## config.mk

```make
export PLATFORM = sky130hd
export DESIGN_NAME = hfrv_trace_capture
export DESIGN_NICKNAME = d
export VERILOG_FILES = /design/src/rtl/hfrv_trace_pkg.sv /design/src/rtl/hfrv_trace_fifo.sv /design/src/rtl/hfrv_trace_capture.sv
export SDC_FILE = /design/constraint.sdc
export NUM_CORES = 2
export LEC_CHECK = 0
export CORE_MARGIN = 1.5
export CORE_UTILIZATION = 35
export DETAILED_ROUTE_END_ITERATION = 8
export GPL_ROUTABILITY_DRIVEN = 0
export SLEW_MARGIN = 20
export SYNTH_ARGS = -nofsm -noshare
export SYNTH_HDL_FRONTEND = slang
export SYNTH_SLANG_ARGS = --single-unit
```

## constraint.sdc

```tcl
create_clock -name clk_i -period 3.39 [get_ports clk_i]
set_input_delay 0.339 -clock clk_i [delete_from_list [all_inputs] [get_ports clk_i]]
set_output_delay 0.339 -clock clk_i [all_outputs]
set_load 0.01 [all_outputs]
```

## src/rtl/hfrv_trace_pkg.sv

```systemverilog
// Shared types for the HF-RISC bus-trace capture unit.
//   trace_kind_e  : bus event kinds carried in a record (2'b11 is reserved, never captured)
//   trace_state_e : capture FSM states, also the encoding seen on state_o
//   trace_rec_t   : one captured record, {kind, addr, data, be, stamp}
//   is_qualified  : a bus beat is a traceable event when valid, not stalled, not reserved
package hfrv_trace_pkg;

  localparam int TRACE_REC_W = 102;

  typedef enum logic [1:0] {
    FETCH = 2'd0,
    LOAD  = 2'd1,
    STORE = 2'd2
  } trace_kind_e;

  typedef enum logic [1:0] {
    IDLE    = 2'd0,
    ARMED   = 2'd1,
    CAPTURE = 2'd2,
    DONE    = 2'd3
  } trace_state_e;

  typedef struct packed {
    logic [1:0]  kind;
    logic [31:0] addr;
    logic [31:0] data;
    logic [3:0]  be;
    logic [31:0] stamp;
  } trace_rec_t;

  function automatic logic is_qualified(input logic valid, input logic stall,
                                        input logic [1:0] kind);
    return valid & ~stall & (kind != 2'b11);
  endfunction

endpackage

```

## src/rtl/hfrv_trace_fifo.sv

```systemverilog
// First-word-fall-through FIFO for trace records.
//   clk, rst_n : clock, asynchronous active-low reset
//   flush      : synchronous flush, wins over push/pop in the same cycle
//   push/wdata : write request; accepted when not full, or when full and a pop happens too
//   pop        : consume the head entry; ignored while empty
//   rdata      : head entry, valid whenever empty=0
//   full/empty : occupancy flags
module hfrv_trace_fifo #(
  parameter int WIDTH = 102,
  parameter int DEPTH = 16
) (
  input  logic             clk,
  input  logic             rst_n,
  input  logic             flush,
  input  logic             push,
  input  logic [WIDTH-1:0] wdata,
  input  logic             pop,
  output logic [WIDTH-1:0] rdata,
  output logic             full,
  output logic             empty
);

  localparam int AW = $clog2(DEPTH);
  localparam int CW = AW + 1;
  localparam logic [AW-1:0] PTR_ONE  = AW'(1);
  localparam logic [CW-1:0] CNT_ONE  = CW'(1);
  localparam logic [CW-1:0] CNT_FULL = CW'(DEPTH);

  logic [WIDTH-1:0] mem_r [DEPTH];
  logic [AW-1:0]    wr_ptr_r;
  logic [AW-1:0]    rd_ptr_r;
  logic [CW-1:0]    count_r;
  logic             do_pop_s;
  logic             do_push_s;

  assign full  = (count_r == CNT_FULL);
  assign empty = (count_r == {CW{1'b0}});

  // A pop frees the slot the simultaneous push needs, so full+pop still accepts.
  assign do_pop_s  = pop & ~empty;
  assign do_push_s = push & (~full | do_pop_s);

  // Head entry is read straight out of storage (fall-through).
  assign rdata = mem_r[rd_ptr_r];

  // Record storage; reset to zero so the head reads as zero out of reset.
  always_ff @(posedge clk or negedge rst_n) begin
    if (!rst_n) begin
      for (int i = 0; i < DEPTH; i++) begin
        mem_r[i] <= {WIDTH{1'b0}};
      end
    end else if (do_push_s && !flush) begin
      mem_r[wr_ptr_r] <= wdata;
    end else begin
      mem_r[wr_ptr_r] <= mem_r[wr_ptr_r];
    end
  end

  // Pointers and occupancy; pointers wrap naturally because DEPTH is a power of two.
  always_ff @(posedge clk or negedge rst_n) begin
    if (!rst_n) begin
      wr_ptr_r <= {AW{1'b0}};
      rd_ptr_r <= {AW{1'b0}};
      count_r  <= {CW{1'b0}};
    end else if (flush) begin
      wr_ptr_r <= {AW{1'b0}};
      rd_ptr_r <= {AW{1'b0}};
      count_r  <= {CW{1'b0}};
    end else begin
      if (do_push_s) begin
        wr_ptr_r <= wr_ptr_r + PTR_ONE;
      end
      if (do_pop_s) begin
        rd_ptr_r <= rd_ptr_r + PTR_ONE;
      end
      case ({do_push_s, do_pop_s})
        2'b10:   count_r <= count_r + CNT_ONE;
        2'b01:   count_r <= count_r - CNT_ONE;
        default: count_r <= count_r;
      endcase
    end
  end

endmodule

```

## src/rtl/hfrv_trace_capture.sv

```systemverilog
// Triggered bus-trace capture on the HF-RISC core memory bus.
// Qualified fetch/load/store events are timestamped with a free-running cycle
// counter and pushed into a FWFT FIFO once the trigger address has been seen;
// capture stops after POST_COUNT events (trigger included).
//   clk_i, rst_ni          : clock, asynchronous active-low reset
//   arm_i                  : IDLE/DONE -> ARMED
//   clear_i                : flush FIFO, zero post/drop counters, go IDLE (beats arm_i)
//   trig_addr_i            : trigger address
//   bus_valid_i/stall_i/kind_i/addr_i/data_i/be_i : core bus event
//   rec_valid_o/rec_ready_i/rec_o : record drain port, {kind, addr, data, be, stamp}
//   state_o                : FSM state
//   drops_o / overflow_o   : saturating count of events lost to a full FIFO / sticky flag
module hfrv_trace_capture
  import hfrv_trace_pkg::*;
#(
  parameter int DEPTH      = 16,
  parameter int POST_COUNT = 64,
  parameter int DROP_W     = 16
) (
  input  logic                   clk_i,
  input  logic                   rst_ni,
  input  logic                   arm_i,
  input  logic                   clear_i,
  input  logic [31:0]            trig_addr_i,
  input  logic                   bus_valid_i,
  input  logic                   bus_stall_i,
  input  logic [1:0]             bus_kind_i,
  input  logic [31:0]            bus_addr_i,
  input  logic [31:0]            bus_data_i,
  input  logic [3:0]             bus_be_i,
  output logic                   rec_valid_o,
  input  logic                   rec_ready_i,
  output logic [TRACE_REC_W-1:0] rec_o,
  output logic [1:0]             state_o,
  output logic [DROP_W-1:0]      drops_o,
  output logic                   overflow_o
);

  localparam int PW = $clog2(POST_COUNT + 1);
  localparam logic [PW-1:0]     POST_ONE  = PW'(1);
  localparam logic [PW-1:0]     POST_LAST = PW'(POST_COUNT);
  localparam logic [DROP_W-1:0] DROP_ONE  = DROP_W'(1);
  localparam logic [DROP_W-1:0] DROP_MAX  = {DROP_W{1'b1}};

  trace_state_e state_r;
  trace_state_e state_next_s;
  logic [PW-1:0]     post_r;
  logic [PW-1:0]     post_next_s;
  logic [PW-1:0]     post_inc_s;
  logic [31:0]       stamp_r;
  logic [DROP_W-1:0] drops_r;
  logic              overflow_r;
  logic              qual_s;
  logic              capture_s;
  logic              pop_s;
  logic              drop_s;
  logic              fifo_full_s;
  logic              fifo_empty_s;
  trace_rec_t        rec_s;

  assign qual_s     = is_qualified(bus_valid_i, bus_stall_i, bus_kind_i);
  assign post_inc_s = post_r + POST_ONE;

  // Record formatting; byte enables only mean something for stores.
  always_comb begin
    rec_s.kind  = bus_kind_i;
    rec_s.addr  = bus_addr_i;
    rec_s.data  = bus_data_i;
    rec_s.stamp = stamp_r;
    if (bus_kind_i == STORE) begin
      rec_s.be = bus_be_i;
    end else begin
      rec_s.be = 4'b0000;
    end
  end

  // Next-state, post counter and capture decision; clear_i overrides everything.
  always_comb begin
    state_next_s = state_r;
    post_next_s  = post_r;
    capture_s    = 1'b0;
    if (clear_i) begin
      state_next_s = IDLE;
      post_next_s  = {PW{1'b0}};
    end else begin
      case (state_r)
        IDLE: begin
          if (arm_i) begin
            state_next_s = ARMED;
          end else begin
            state_next_s = IDLE;
          end
        end
        ARMED: begin
          if (qual_s && (bus_addr_i == trig_addr_i)) begin
            capture_s   = 1'b1;
            post_next_s = POST_ONE;
            if (POST_COUNT <= 1) begin
              state_next_s = DONE;
            end else begin
              state_next_s = CAPTURE;
            end
          end else begin
            state_next_s = ARMED;
          end
        end
        CAPTURE: begin
          if (qual_s) begin
            capture_s   = 1'b1;
            post_next_s = post_inc_s;
            if (post_inc_s == POST_LAST) begin
              state_next_s = DONE;
            end else begin
              state_next_s = CAPTURE;
            end
          end else begin
            state_next_s = CAPTURE;
          end
        end
        DONE: begin
          if (arm_i) begin
            state_next_s = ARMED;
          end else begin
            state_next_s = DONE;
          end
        end
        default: begin
          state_next_s = IDLE;
        end
      endcase
    end
  end

  // FSM state and post counter registers.
  always_ff @(posedge clk_i or negedge rst_ni) begin
    if (!rst_ni) begin
      state_r <= IDLE;
      post_r  <= {PW{1'b0}};
    end else begin
      state_r <= state_next_s;
      post_r  <= post_next_s;
    end
  end

  // Free-running timestamp; clear_i deliberately leaves it alone.
  always_ff @(posedge clk_i or negedge rst_ni) begin
    if (!rst_ni) begin
      stamp_r <= 32'd0;
    end else begin
      stamp_r <= stamp_r + 32'd1;
    end
  end

  assign pop_s  = rec_valid_o & rec_ready_i;
  // Full FIFO only loses the event when nothing leaves in the same cycle.
  assign drop_s = capture_s & fifo_full_s & ~pop_s;

  // Saturating drop counter and sticky overflow flag.
  always_ff @(posedge clk_i or negedge rst_ni) begin
    if (!rst_ni) begin
      drops_r    <= {DROP_W{1'b0}};
      overflow_r <= 1'b0;
    end else if (clear_i) begin
      drops_r    <= {DROP_W{1'b0}};
      overflow_r <= 1'b0;
    end else if (drop_s) begin
      overflow_r <= 1'b1;
      if (drops_r != DROP_MAX) begin
        drops_r <= drops_r + DROP_ONE;
      end else begin
        drops_r <= drops_r;
      end
    end else begin
      drops_r    <= drops_r;
      overflow_r <= overflow_r;
    end
  end

  hfrv_trace_fifo #(
    .WIDTH (TRACE_REC_W),
    .DEPTH (DEPTH)
  ) u_fifo (
    .clk   (clk_i),
    .rst_n (rst_ni),
    .flush (clear_i),
    .push  (capture_s),
    .wdata (rec_s),
    .pop   (pop_s),
    .rdata (rec_o),
    .full  (fifo_full_s),
    .empty (fifo_empty_s)
  );

  assign rec_valid_o = ~fifo_empty_s;
  assign state_o     = state_r;
  assign drops_o     = drops_r;
  assign overflow_o  = overflow_r;

endmodule

```

# After elaboration in Yosys (flattened, before gate mapping)
# Cells that the tools add are included.
word_totals:
  reg_bits: 1703
  in_bits: 109
  word_cells: 113
classes:
  add_sub_neg: 7
  magnitude_cmp: 3
  n_eq_ne: 13
  n_mux: 38
  bitwise: 14
  reduce_logical: 14
ops:
  columns: ["op", "n"]
  rows:
  - ["bitwise mux 1632 bit", 2]
  - ["two-way mux 1632 bit", 1]
  - ["binary-select mux 102 bit (select 4 bit)", 2]
  - ["two-way mux 102 bit", 5]
  - ["demux 102 bit (select 4 bit)", 1]
  - ["two-way mux 16 bit", 3]
  - ["adder 32 x 1 -> 32 bit (second input constant)", 1]
  - ["equality test 32 bit", 1]
  - ["two-way mux 7 bit", 3]
  - ["two-way mux 4 bit", 5]
  - ["adder 16 x 1 -> 16 bit (second input constant)", 1]
  - ["!= test 16 bit (second input constant)", 1]
  - ["one-hot mux 7 bit (2 select lines)", 1]
  - ["greater-or-equal comparator 5 bit (second input constant)", 2]
  - ["NOT 4 -> 5 bit", 2]
  - ["one-hot mux 5 bit (2 select lines)", 1]
  - ["adder 4 x 1 -> 4 bit (second input constant)", 2]
  - ["equality test 2 bit (second input constant)", 4]
  - ["two-way mux 2 bit", 4]
  - ["one-hot mux 2 bit (4 select lines)", 1]
  - ["nonzero test 2 bit", 4]
  - ["adder 7 x 1 -> 7 bit (second input constant)", 1]
  - ["AND 1 bit", 7]
  - ["equality test 7 bit (second input constant)", 1]
  - ["other kinds (19)", 33]

# Logic depth before layout (Yosys ltp)
depth:
  word_depth: 11
  mapped_depth: 16
  depth_no_buf: 14

# Cells and area by module
# From an unflattened synthesis, not the netlist that was laid out.
unflattened:
  cells_unflattened: 7700
  area_unflattened_um2: 94114.0
by_module_without_submodules:
  columns: ["mod", "n_inst", "cells_each", "area_each_um2"]
  rows:
  - ["hfrv_trace_fifo", 1, 7368, 90787.1]
  - ["hfrv_trace_capture", 1, 332, 3326.9]

# Worst setup path before layout
# OpenSTA, ideal clock, no wires.
synth_path:
  path_kind: "input to register"
  start: "in trig_addr_i[29]"
  end: "reg u_fifo.count_r[4]"
  setup_ps: 129
  arrival_time_ps: 3052
  required_time_ps: 3261
  path_slack_ps: 209
  cell_stages: 15
  n_path_buf: 2
  path_cell_list: "xnor2_1 nand4_1 nor4_2 nand4_1 a21oi_4 buf_6 buf_6 nor2b_1 ha_1 nor2b_1 o21ai_0 nor2b_1 mux2i_1 a41oi_1 nand3_1"
synth_via:
  elab_chain_len: 9
  word_cells_on_any_way: 11
synth_lines:
  columns: ["element", "line", "rtl"]
  rows:
  - ["from (decl)", "hfrv_trace_capture.sv:24", "input logic [31:0] trig_addr_i,"]
  - ["equality test 32 bit *", "hfrv_trace_capture.sv:95", "if (qual_s && (bus_addr_i == trig_addr_i)) begin"]
  - ["logical AND 1 bit *", "hfrv_trace_capture.sv:95", null]
  - ["two-way mux 1 bit *", "hfrv_trace_capture.sv:95", null]
  - ["one-hot mux 1 bit (2 select lines) *", "hfrv_trace_capture.sv:86", "case (state_r)"]
  - ["two-way mux 1 bit *", "hfrv_trace_capture.sv:82", "if (clear_i) begin"]
  - ["AND 1 bit *", "hfrv_trace_fifo.sv:41", "assign do_push_s = push & (~full | do_pop_s);"]
  - ["equality test 2 x 1 -> 1 bit or equality test 2 bit (tied branches)", "hfrv_trace_fifo.sv:76", "case ({do_push_s, do_pop_s})"]
  - ["one-hot mux 5 bit (2 select lines)", "hfrv_trace_fifo.sv:76", null]
  - ["two-way mux 5 bit", "hfrv_trace_fifo.sv:65", "end else if (flush) begin"]
  - ["to (signal assigned)", "hfrv_trace_fifo.sv:64", "count_r <= {CW{1'b0}};"]
  - ["to (signal assigned)", "hfrv_trace_fifo.sv:77", "2'b10: count_r <= count_r + CNT_ONE;"]
  - ["to (signal assigned)", "hfrv_trace_fifo.sv:78", "2'b01: count_r <= count_r - CNT_ONE;"]
  - ["to (decl)", "hfrv_trace_fifo.sv:32", "logic [CW-1:0] count_r;"]
# Mark *: on every way between the ends. The rest lies on a longest branch, timed or not.
# A chain may end at the register's enable or synchronous reset.

# Worst setup path in the final report
layout_path:
  start: "reg u_fifo.rd_ptr_r[0]"
  end: "out rec_o[75]"
layout_via:
  elab_chain_len: 4
layout_lines:
  columns: ["element", "line", "rtl"]
  rows:
  - ["from (decl)", "hfrv_trace_fifo.sv:31", "logic [AW-1:0] rd_ptr_r;"]
  - ["from (signal assigned)", "hfrv_trace_fifo.sv:63", "rd_ptr_r <= {AW{1'b0}};"]
  - ["from (signal assigned)", "hfrv_trace_fifo.sv:67", "rd_ptr_r <= {AW{1'b0}};"]
  - ["from (signal assigned)", "hfrv_trace_fifo.sv:74", "rd_ptr_r <= rd_ptr_r + PTR_ONE;"]
  - ["NOT 4 -> 5 bit (implied by the code)", "hfrv_trace_fifo.sv:44", "assign rdata = mem_r[rd_ptr_r];"]
  - ["binary-select mux 102 bit (select 4 bit)", "hfrv_trace_fifo.sv:44", null]
  - ["two-way mux 102 bit (implied by the code) (2 in series)", "hfrv_trace_fifo.sv:44", null]
  - ["to (decl)", "hfrv_trace_capture.sv:33", "output logic [TRACE_REC_W-1:0] rec_o,"]
# No other way between the ends. The select of a mux whose other input is x is not followed.

==> results.yml <==
yosys:
  ys.flop_type: "dfrtp_1"
  synth_warnings: 0
  seq_area_frac_synth: 0.473
  syn_nets: 7310
  async_flop_share: 1.00
  synthTopCellsByCount: "dfrtp_1, nor2_1, a21oi_1"
  syn_area_um2: 90200
  ys_ff_latch: 1703
  synth_largest_area_cell: "dfrtp_1"
  syn_inst: 7184
  synth_top_area_frac: 0.473
  synth_cell_types: 64
  synth_edf_count: 0
  synth.most_common_cell: "dfrtp_1"
  syn_area_per_cell_um2: 12.6
  synth_area_leaders: "dfrtp_1, mux4_2, nor2_1"
clock_tree:
  cts_tree: "yes"
  clk_latency_ns: 0.83
  root_buffer: "clkbuf_16"
  cts_sinks: 1703
  path_clk_slew_ns: 0.06
  cts_max_path_buffers: 3
  htreeDepth: 4
  numCtsBuffers: 189
setup_path:
  critPathLaunchType: "flop"
  cpPeakStageDelay_ns: 0.58
  reg2reg_slack_ns: 0.27
  crit_fanout: 6
  startpoint: "u_fifo.rd_ptr_r[0]$_DFFE_PN0P_"
  cpMostUsedCell: "buf_12"
  cp_num_buf_inv: 6
  crit_path_cell_trace: "buf_12 -> buf_12 -> buf_12 -> buf_16 -> buf_4 -> mux4_2 -> mux4_2 -> buf_6"
  rr_startpoint: "state_o[0]$_DFF_PN0_"
  worstSetupPathType: "flop to primary output"
  slowest_stage: "mux4_2"
  cp_top_family: "multiplexers"
  end_kind: "primary output"
  crit_arrival_ns: 3.23
  cp.required_ns: 3.05
final_layout:
  design_area_um2: 109000
  fillCellCount: 23251
  drive_above_1_share: 0.352
  area_growth_syn_to_layout_pct: 20.7
  nets: 7605
  final_util: 0.425
  layoutNonFillerInstCount: 11017
floorplan:
  die_x_um: 511
  core-area_um2: 256000
  die_h_um: 511
  placementRows: 186
  die-area_um2: 261000
  start_util: 0.352
  io_pins: 231
place:
  dpl_cell_area_um2: 100000
  port_buffers: 230
  hpwl_mm: 164
  placed_cells: 10538
timing:
  finalCritPeriodShare: 1.05
  fin_skew_ns: 0.0358
  max_freq_mhz: 280
  report.final.setup_viol: 50
  drv_slew: 0
  final_hold_viol_count: 0
  setup_ws_ns: -0.181
  rsz0062_at_grt: "yes"
  relSlewSlack: 0.330
  max_slew.worst_pin.slew_ns: 1.01
  setup-tns-final_ns: -3.36
  finalCriticalPeriod_ns: 3.57
global_routing:
  antenna_found_initial: 7
  grtUsageTotal: 0.209
  grt_overflow_total: 0
  grt_pass1_vias: 64275
  grt_max_degree: 140
  grt_pass1_wl_mm: 416
power_and_ir_drop:
  leakage_nw: 34.1
  p_per_area_nw_per_um2: 441
  vdd_drop_max_mv: 0.503
routing:
  via_per_inst: 5.61
  wl_mm: 272
  initialDrtViolationCount: 5425
  wl_per_cell_um: 24.7
  vias: 61823
  ant_nets: 0
  first_pass_iters: 6
  drc_errors: 0
run_status:
  status: "complete, but fails checks"
  violations: "negative setup slack"
min_path:
  hold_path_class: "primary input to asynchronous set/reset pin"
job:
  max-cap-violations: 0
[sequential cells by signal, indices dropped and copies added, names as in the netlist]
| register | count |
|---|---|
| drops_o | 16 |
| overflow_o | 1 |
| post_r | 7 |
| stamp_r | 32 |
| state_o | 2 |
| u_fifo.count_r | 5 |
| u_fifo.mem_r | 1632 |
| u_fifo.rd_ptr_r | 4 |
| u_fifo.wr_ptr_r | 4 |
[power by group]
group          total (mW)  internal [mW]  switching, mW
logic                5.95           3.10           2.85
clock network        21.7           13.0           8.68
registers            20.4           20.4         0.0544
total                48.1           36.5           11.6
[layout by cell type, fill, tap and decap left out, types with 5 or more instances in the layout]
cell | Yosys | final
clkdlybuf4s50_1 | 0 | 126
and3_4 | 0 | 8
a21oi_1 | 1146 | 1146
inv_1 | 16 | 16
clkbuf_1 | 509 | 26
a21oi_2 | 500 | 500
nor2b_1 | 20 | 19
nand3_1 | 27 | 27
nand2_1 | 26 | 26
buf_2 | 49 | 10
buf_16 | 0 | 20
clkbuf_16 | 0 | 194
a22o_1 | 5 | 5
and2_1 | 14 | 6
dfrtp_4 | 0 | 8
xnor2_1 | 52 | 52
bufinv_16 | 0 | 22
nand4_1 | 20 | 20
mux2_2 | 7 | 7
clkbuf_8 | 0 | 49
mux2i_4 | 98 | 98
o21ai_0 | 6 | 6
and3_1 | 33 | 25
mux4_2 | 1020 | 1020
nor2_1 | 1663 | 1663
buf_8 | 0 | 16
xor2_1 | 20 | 20
ha_1 | 16 | 16
dfrtp_1 | 1703 | 1695
buf_4 | 54 | 224
nor3_1 | 7 | 7
clkinv_2 | 0 | 38
buf_12 | 6 | 301
buf_6 | 61 | 130
diode_2 | 0 | 7
and2_4 | 0 | 8
[final cells by class]
class                      count  area (um^2)  area share
timing repair buffer         831        11400       0.104
antenna                        7         17.5    0.000161
clock buffer                 266         5550      0.0510
multi-input combinational   4738        44000       0.404
tap                         3384         4230      0.0389
clock inverter                72          982     0.00902
inverter                      16         60.1    0.000552
sequential                  1703        42600       0.392
[per-stage QoR]
| step | worst slack (ns) | total power, mW | hold WS (ns) |
|---|---|---|---|
| 2_1_floorplan | 0.209 | 23.1 | 0.0434 |
| 3_3_place_gp | -0.905 | 25.1 | 0.365 |
| 3_5_place_dp | -0.802 | 25.1 | 0.362 |
| 4_1_cts | -0.234 | 48.7 | 0.114 |
| 5_1_grt | -0.226 | 49.7 | 0.156 |
| 6_report | -0.181 | 48.1 | 0.162 |
[final timing paths]
check | endpoint | cells after the start
max in group asynchronous | u_fifo.mem_r[993]$_DFFE_PN0P_ | 3
min in group clk_i | overflow_o$_DFFE_PN0P_ | 3
worst min-delay path | u_fifo.mem_r[1538]$_DFFE_PN0P_ | 2
worst min register to register | u_fifo.mem_r[569]$_DFFE_PN0P_ | 2
worst max register to register | u_fifo.count_r[4]$_DFFE_PN0P_ | 15
worst max-delay path | rec_o[75] | 8
[worst register-to-register path: stages (launching register included)]
cell and delay, ns:
dfrtp_1 0.42, inv_1 0.10, ha_1 0.34, and3_1 0.22, nand4_1 0.14, buf_4 0.16
a21oi_4 0.06, nor2b_1 0.24, inv_1 0.09, fa_1 0.38, nor2b_1 0.19, o21ai_0 0.09
nor2b_2 0.17, mux2i_1 0.12, a41oi_1 0.17, nand3_1 0.10
[logic make-up (layout without fill, tap and decap cells)]
logic type / after synthesis / count (layout) / synth area share
other: 0 / 7 / 0
muxes: 1133 / 1133 / 0.281
and+or+nand+nor: 1831 / 1831 / 0.0805
adders and majority gates: 17 / 17 / 0.00244
xor gates and xnor gates: 72 / 72 / 0.00699
buffers and inverters: 743 / 1185 / 0.0400
AOI/OAI and AO/OA: 1685 / 1685 / 0.116
DFF: 1703 / 1703 / 0.473
[per-layer routing]
metal / GRT usage / wire length, um / share of wire / vias to the layer above
li1: - / - / - / 26948
met1: 0.283 / 114000 / 0.42 / 32220
met2: 0.345 / 133000 / 0.49 / 2179
met3: 0.0326 / 16600 / 0.061 / 472
met4: 0.0659 / 8420 / 0.031 / 4
met5: 0 / 27 / 0.000099 / -
[what timing repair did]
| item | CTS | global route |
|---|---|---|
| gates cloned | 27 | 3 |
| pin swaps | 0 | 1 |
| endpoints found under the hold margin | 111 | 0 |
| setup buffers | 98 | 33 |
| resized for setup | 658 | 64 |
| setup endpoints to repair | 102 | 96 |
| hold buffers | 1 | 0 |
Power figures use the tool's default switching activity.
